`config.mk`:
```
export PLATFORM = sky130hd
export DESIGN_NAME = switch_debounce_4
export DESIGN_NICKNAME = d
export VERILOG_FILES = /design/src/rtl/switch_debounce_4.sv
export SDC_FILE = /design/constraint.sdc
export NUM_CORES = 1
export LEC_CHECK = 0
export ABC_AREA = 1
export CAP_MARGIN = 20
export CORE_MARGIN = 1.5
export CORE_UTILIZATION = 56
export CTS_BUF_LIST = sky130_fd_sc_hd__clkbuf_4 sky130_fd_sc_hd__clkbuf_8
export DETAILED_ROUTE_END_ITERATION = 10
export GPL_ROUTABILITY_DRIVEN = 1
export GPL_TIMING_DRIVEN = 0
export PLACE_DENSITY = 0.74
export SLEW_MARGIN = 10
export SYNTH_ARGS = -nofsm -noshare
export SYNTH_HDL_FRONTEND = slang
export SYNTH_SLANG_ARGS = --single-unit
```
`constraint.sdc`:
```
create_clock -name i_Clk -period 1.8 [get_ports i_Clk]
set_input_delay 0.27 -clock i_Clk [delete_from_list [all_inputs] [get_ports i_Clk]]
set_output_delay 0.27 -clock i_Clk [all_outputs]
set_load 0.01 [all_outputs]
```
`src/rtl/switch_debounce_4.sv`:
```
// Four-channel push-button conditioner: two-flop synchroniser, stability
// counter, and registered debounced level plus one-cycle rise/fall strobes.
module switch_debounce_4 #(
  parameter int unsigned DEBOUNCE_LIMIT = 250000,
  parameter int unsigned COUNT_WIDTH    = 18
) (
  input  logic i_Clk,
  input  logic i_Reset_n,
  input  logic i_Switch_1,
  input  logic i_Switch_2,
  input  logic i_Switch_3,
  input  logic i_Switch_4,
  output logic o_Switch_1,
  output logic o_Switch_2,
  output logic o_Switch_3,
  output logic o_Switch_4,
  output logic o_Rise_1,
  output logic o_Rise_2,
  output logic o_Rise_3,
  output logic o_Rise_4,
  output logic o_Fall_1,
  output logic o_Fall_2,
  output logic o_Fall_3,
  output logic o_Fall_4
);

  localparam int unsigned NUM_CH = 4;
  localparam logic [COUNT_WIDTH-1:0] LAST_COUNT = COUNT_WIDTH'(DEBOUNCE_LIMIT - 1);

  logic [NUM_CH-1:0]      w_raw;
  logic [NUM_CH-1:0]      r_sync1;
  logic [NUM_CH-1:0]      r_sync2;
  logic [NUM_CH-1:0]      r_level;
  logic [NUM_CH-1:0]      r_rise;
  logic [NUM_CH-1:0]      r_fall;
  logic [COUNT_WIDTH-1:0] r_count [NUM_CH];

  assign w_raw = {i_Switch_4, i_Switch_3, i_Switch_2, i_Switch_1};

  // Channels share only the clock and reset; each runs its own counter.
  always_ff @(posedge i_Clk or negedge i_Reset_n) begin
    if (!i_Reset_n) begin
      r_sync1 <= '0;
      r_sync2 <= '0;
      r_level <= '0;
      r_rise  <= '0;
      r_fall  <= '0;
      for (int i = 0; i < int'(NUM_CH); i++) begin
        r_count[i] <= '0;
      end
    end else begin
      r_sync1 <= w_raw;
      r_sync2 <= r_sync1;
      r_rise  <= '0;
      r_fall  <= '0;
      for (int i = 0; i < int'(NUM_CH); i++) begin
        if (r_sync2[i] == r_level[i]) begin
          r_count[i] <= '0;
        end else if (r_count[i] == LAST_COUNT) begin
          // New level has persisted long enough: accept it and strobe once.
          r_level[i] <= r_sync2[i];
          r_count[i] <= '0;
          r_rise[i]  <= r_sync2[i];
          r_fall[i]  <= ~r_sync2[i];
        end else begin
          r_count[i] <= r_count[i] + COUNT_WIDTH'(1);
        end
      end
    end
  end

  assign o_Switch_1 = r_level[0];
  assign o_Switch_2 = r_level[1];
  assign o_Switch_3 = r_level[2];
  assign o_Switch_4 = r_level[3];
  assign o_Rise_1   = r_rise[0];
  assign o_Rise_2   = r_rise[1];
  assign o_Rise_3   = r_rise[2];
  assign o_Rise_4   = r_rise[3];
  assign o_Fall_1   = r_fall[0];
  assign o_Fall_2   = r_fall[1];
  assign o_Fall_3   = r_fall[2];
  assign o_Fall_4   = r_fall[3];

endmodule

```
==> impl_metrics.yaml <==
logic_synthesis:
  ys_warn_count: 0
  muxShareOfSynthArea_pct: 0
  yosysUniqueCellTypes: 28
  synth_compound_gate_area_share_pct: 3.15
  synthXorXnorAreaFrac_pct: 6.11
  synth_top_family_by_area: "simple AND/OR/NAND/NOR gates"
  async_flop_share_pct: 100
  ys_seq_area_share_pct: 48.6
  yosys.area_share.simple_pct: 36.3
  synth-edff-count: 0
  syn_inst: 584
  netlist_area_um2: 4730
  synth.avg_cell_area_um2: 8.10
  ys_seq_elements: 92
  syn_nets: 594
  synth_fa_ha_area_share_pct: 1.06
  synth_flop_cell: "dfrtp_1"
sta:
  rsz0062_at_grt: "no"
  period_share_pct: 88.0
  setup_viol_count_final: 0
  slew_viol_final: 0
  timing.final.ws_setup_ns: 0.216
  hold_slack_ns: 0.345
  relSlewSlack_pct: 63.8
  max_freq_mhz: 631
  fin_skew_ns: 0.0108
  finalSetupTns_ns: 0
  finalCriticalPeriod_ns: 1.58
  final-hold-violation-count: 0
  worstMarginPinSlew_ns: 0.544
global_routing:
  grt_pass1_vias: 3590
  grt_overflow_total: 0
  grt_start_max_net_pins: 52
  antenna_found_initial: 0
  grt_pass1_wl_mm: 15.2
  grt_util_all_layers_pct: 21.5
routing:
  totalWireLength_mm: 8.55
  drtPass1Iterations: 4
  dr.first_iter.drc_count: 150
  ant_nets: 0
  drc: 0
  vias_per_cell: 5.08
  wire_per_inst_um: 11.8
  vias: 3675
power_and_ir_drop:
  switchingPower_uw: 798
  power_frac_comb_pct: 4.0
  seqPwrFrac_pct: 59.6
  leakagePower_nw: 2.18
  power.total_mw: 3.55
  ir_drop_v: 0.000426
  internal-power_mw: 2.76
  powerDensity_nw_per_um2: 677
  clock_power_share_pct: 36.4
  p_sw_share_pct: 22.4
place:
  pre_cts_ws_ns: 0.231
  portBuffers: 17
  hpwl_mm: 6.18
  place.gp.congestion: 0.912
setup_path:
  r2r-end: "r_count[43]"
  crit_type: "reg -> out"
  cpPeakStageDelay_ns: 0.56
  cp_slowest_cell: "clkdlybuf4s50_1"
  crit_cells: 1
  cp-startpoint: "r_level[0]"
  end_kind: "primary output"
  cp_top_family: "buffers and inverters"
  crit_chain: "clkdlybuf4s50_1"
  worstPathMaxFanout: 5
  arrival_ns: 1.31
  startpoint_type: "flip-flop"
  r2r_slack_ns: 0.22
  reg2reg_from: "r_level[1]"
  required_ns: 1.53
  cp-endpoint: "o_Switch_1"
  r2r_cells: 6
  cp_num_buf_inv: 1
clock_network:
  cts.sinks: 92
  cts_buffers: 9
  clock-root-buffer: "clkbuf_8"
  ctsResizeCount: 0
  clock_latency_ns: 0.36
  htree_num_levels: 3
  tritoncts: "built"
  clk_pin_slew_ns: 0.09
  cts_buffer_depth: 2
  postCtsSetupBuffers: 0
floorplan:
  ioPinCount: 18
  core_um2: 8220
  row_count: 33
  initial_core_util_pct: 57.6
  die_y_um: 94.9
  die_w_um: 94.9
  dieArea_um2: 9010
min_path:
  hp-class: "reg -> reg"
run:
  maxCapViolCount: 0
cells_and_area:
  final_nets: 624
  final_core_util_pct: 63.9
  drive_gt1_share_pct: 11.2
  area_growth_pct: 10.9
  antennaDiodeCount: 0
run_status:
  status: "complete, no violations"
cell type report:
class                   count  area (um^2)
inverters                  59          221
repair buffers             19          205
well taps                 105          131
clock buffers              14          174
plain buffers               1         5.00
clock inverters             1         7.51
multi-input cells         432         2200
fillers                   689         2970
flip-flops and latches     92         2300
power groups by stage:
stage / sequential (mW) / clock (mW) / combinational (mW)
after global placement: 2.16 / 0 / 0.134
after detailed placement: 2.16 / 0 / 0.146
final: 2.12 / 1.29 / 0.142
after floorplan: 2.16 / 0 / 0.0667
after CTS: 2.12 / 1.34 / 0.148
after global routing: 2.12 / 1.42 / 0.170
layout by cell type (no fill, tap or decap), types with 6 or more instances in the layout:
cell type / Yosys / final
inv_1: 56 / 56
nor2_2: 12 / 12
nand2_1: 103 / 103
nand2_2: 11 / 11
xnor2_1: 12 / 12
nand3_1: 44 / 44
clkdlybuf4s50_1: 0 / 16
nor2_4: 15 / 15
xor2_1: 21 / 21
nand4_1: 6 / 6
nor3_1: 13 / 13
clkbuf_8: 0 / 11
a21oi_1: 14 / 14
nor2_1: 150 / 150
dfrtp_1: 92 / 92
how the worst min path moves through the flow:
stage	slack, ns	startpoint	end	depth (start not counted)
floorplan	-0.03	i_Reset_n	r_count[0]	0
global placement	0.33	r_sync1[0]	r_sync2[0]	0
detailed placement	0.30	i_Reset_n	r_count[52]	1
CTS	0.34	i_Switch_2	r_sync1[1]	1
global route	0.35	i_Switch_4	r_sync1[3]	1
finish	0.35	r_sync1[1]	r_sync2[1]	0
flip-flops by register name, summed over array words and instances (netlist names):
signal,flops
r_count,72
r_fall,4
r_level,4
r_rise,4
r_sync1,4
r_sync2,4
cells in the mapped netlist, types with 3 or more instances:
library cell	n	area (um^2)
nor2_4	15	169
nand2_1	103	387
o21ai_0	4	20.0
nor2_1	150	563
nor2_2	12	75.1
nand2_2	11	68.8
a21oi_1	14	70.1
dfrtp_1	92	2300
xnor2_1	12	105
ha_1	4	50.1
xor2_1	21	184
nor3b_1	4	30.0
nand2_4	4	45.0
o21ai_1	4	20.0
nand3_2	3	30.0
inv_2	3	11.3
inv_1	56	210
nor3_1	13	65.1
nand4_1	6	37.5
nand3_1	44	220
routing by layer:
metal	track usage (%)	up-vias	wire length (um)
met4	8.33	0	127
met1	27.9	1722	4150
met5	0	-	0
met2	36.4	45	4080
li1	-	1898	-
met3	2.90	10	200
metrics by stage:
stage / cells / area (um^2)
3_3_place_gp: 706 / 5030
6_report: 723 / 5250
5_1_grt: 723 / 5250
3_5_place_dp: 707 / 5060
4_1_cts: 723 / 5250
2_1_floorplan: 584 / 4730
kinds of logic after synthesis:
family | Yosys count
AOI/OAI and AO/OA | 27
xor gates and xnor gates | 33
adders and majority gates | 4
buffers and inverters | 60
DFF | 92
and+or+nand+nor | 368
repair_timing:
item / in CTS / in global routing
hold buffers: 1 / 0
hold endpoints to repair: 41 / 0
endpoints found under the setup margin: 0 / 0
No activity file was read; power rests on OpenSTA's default activity.
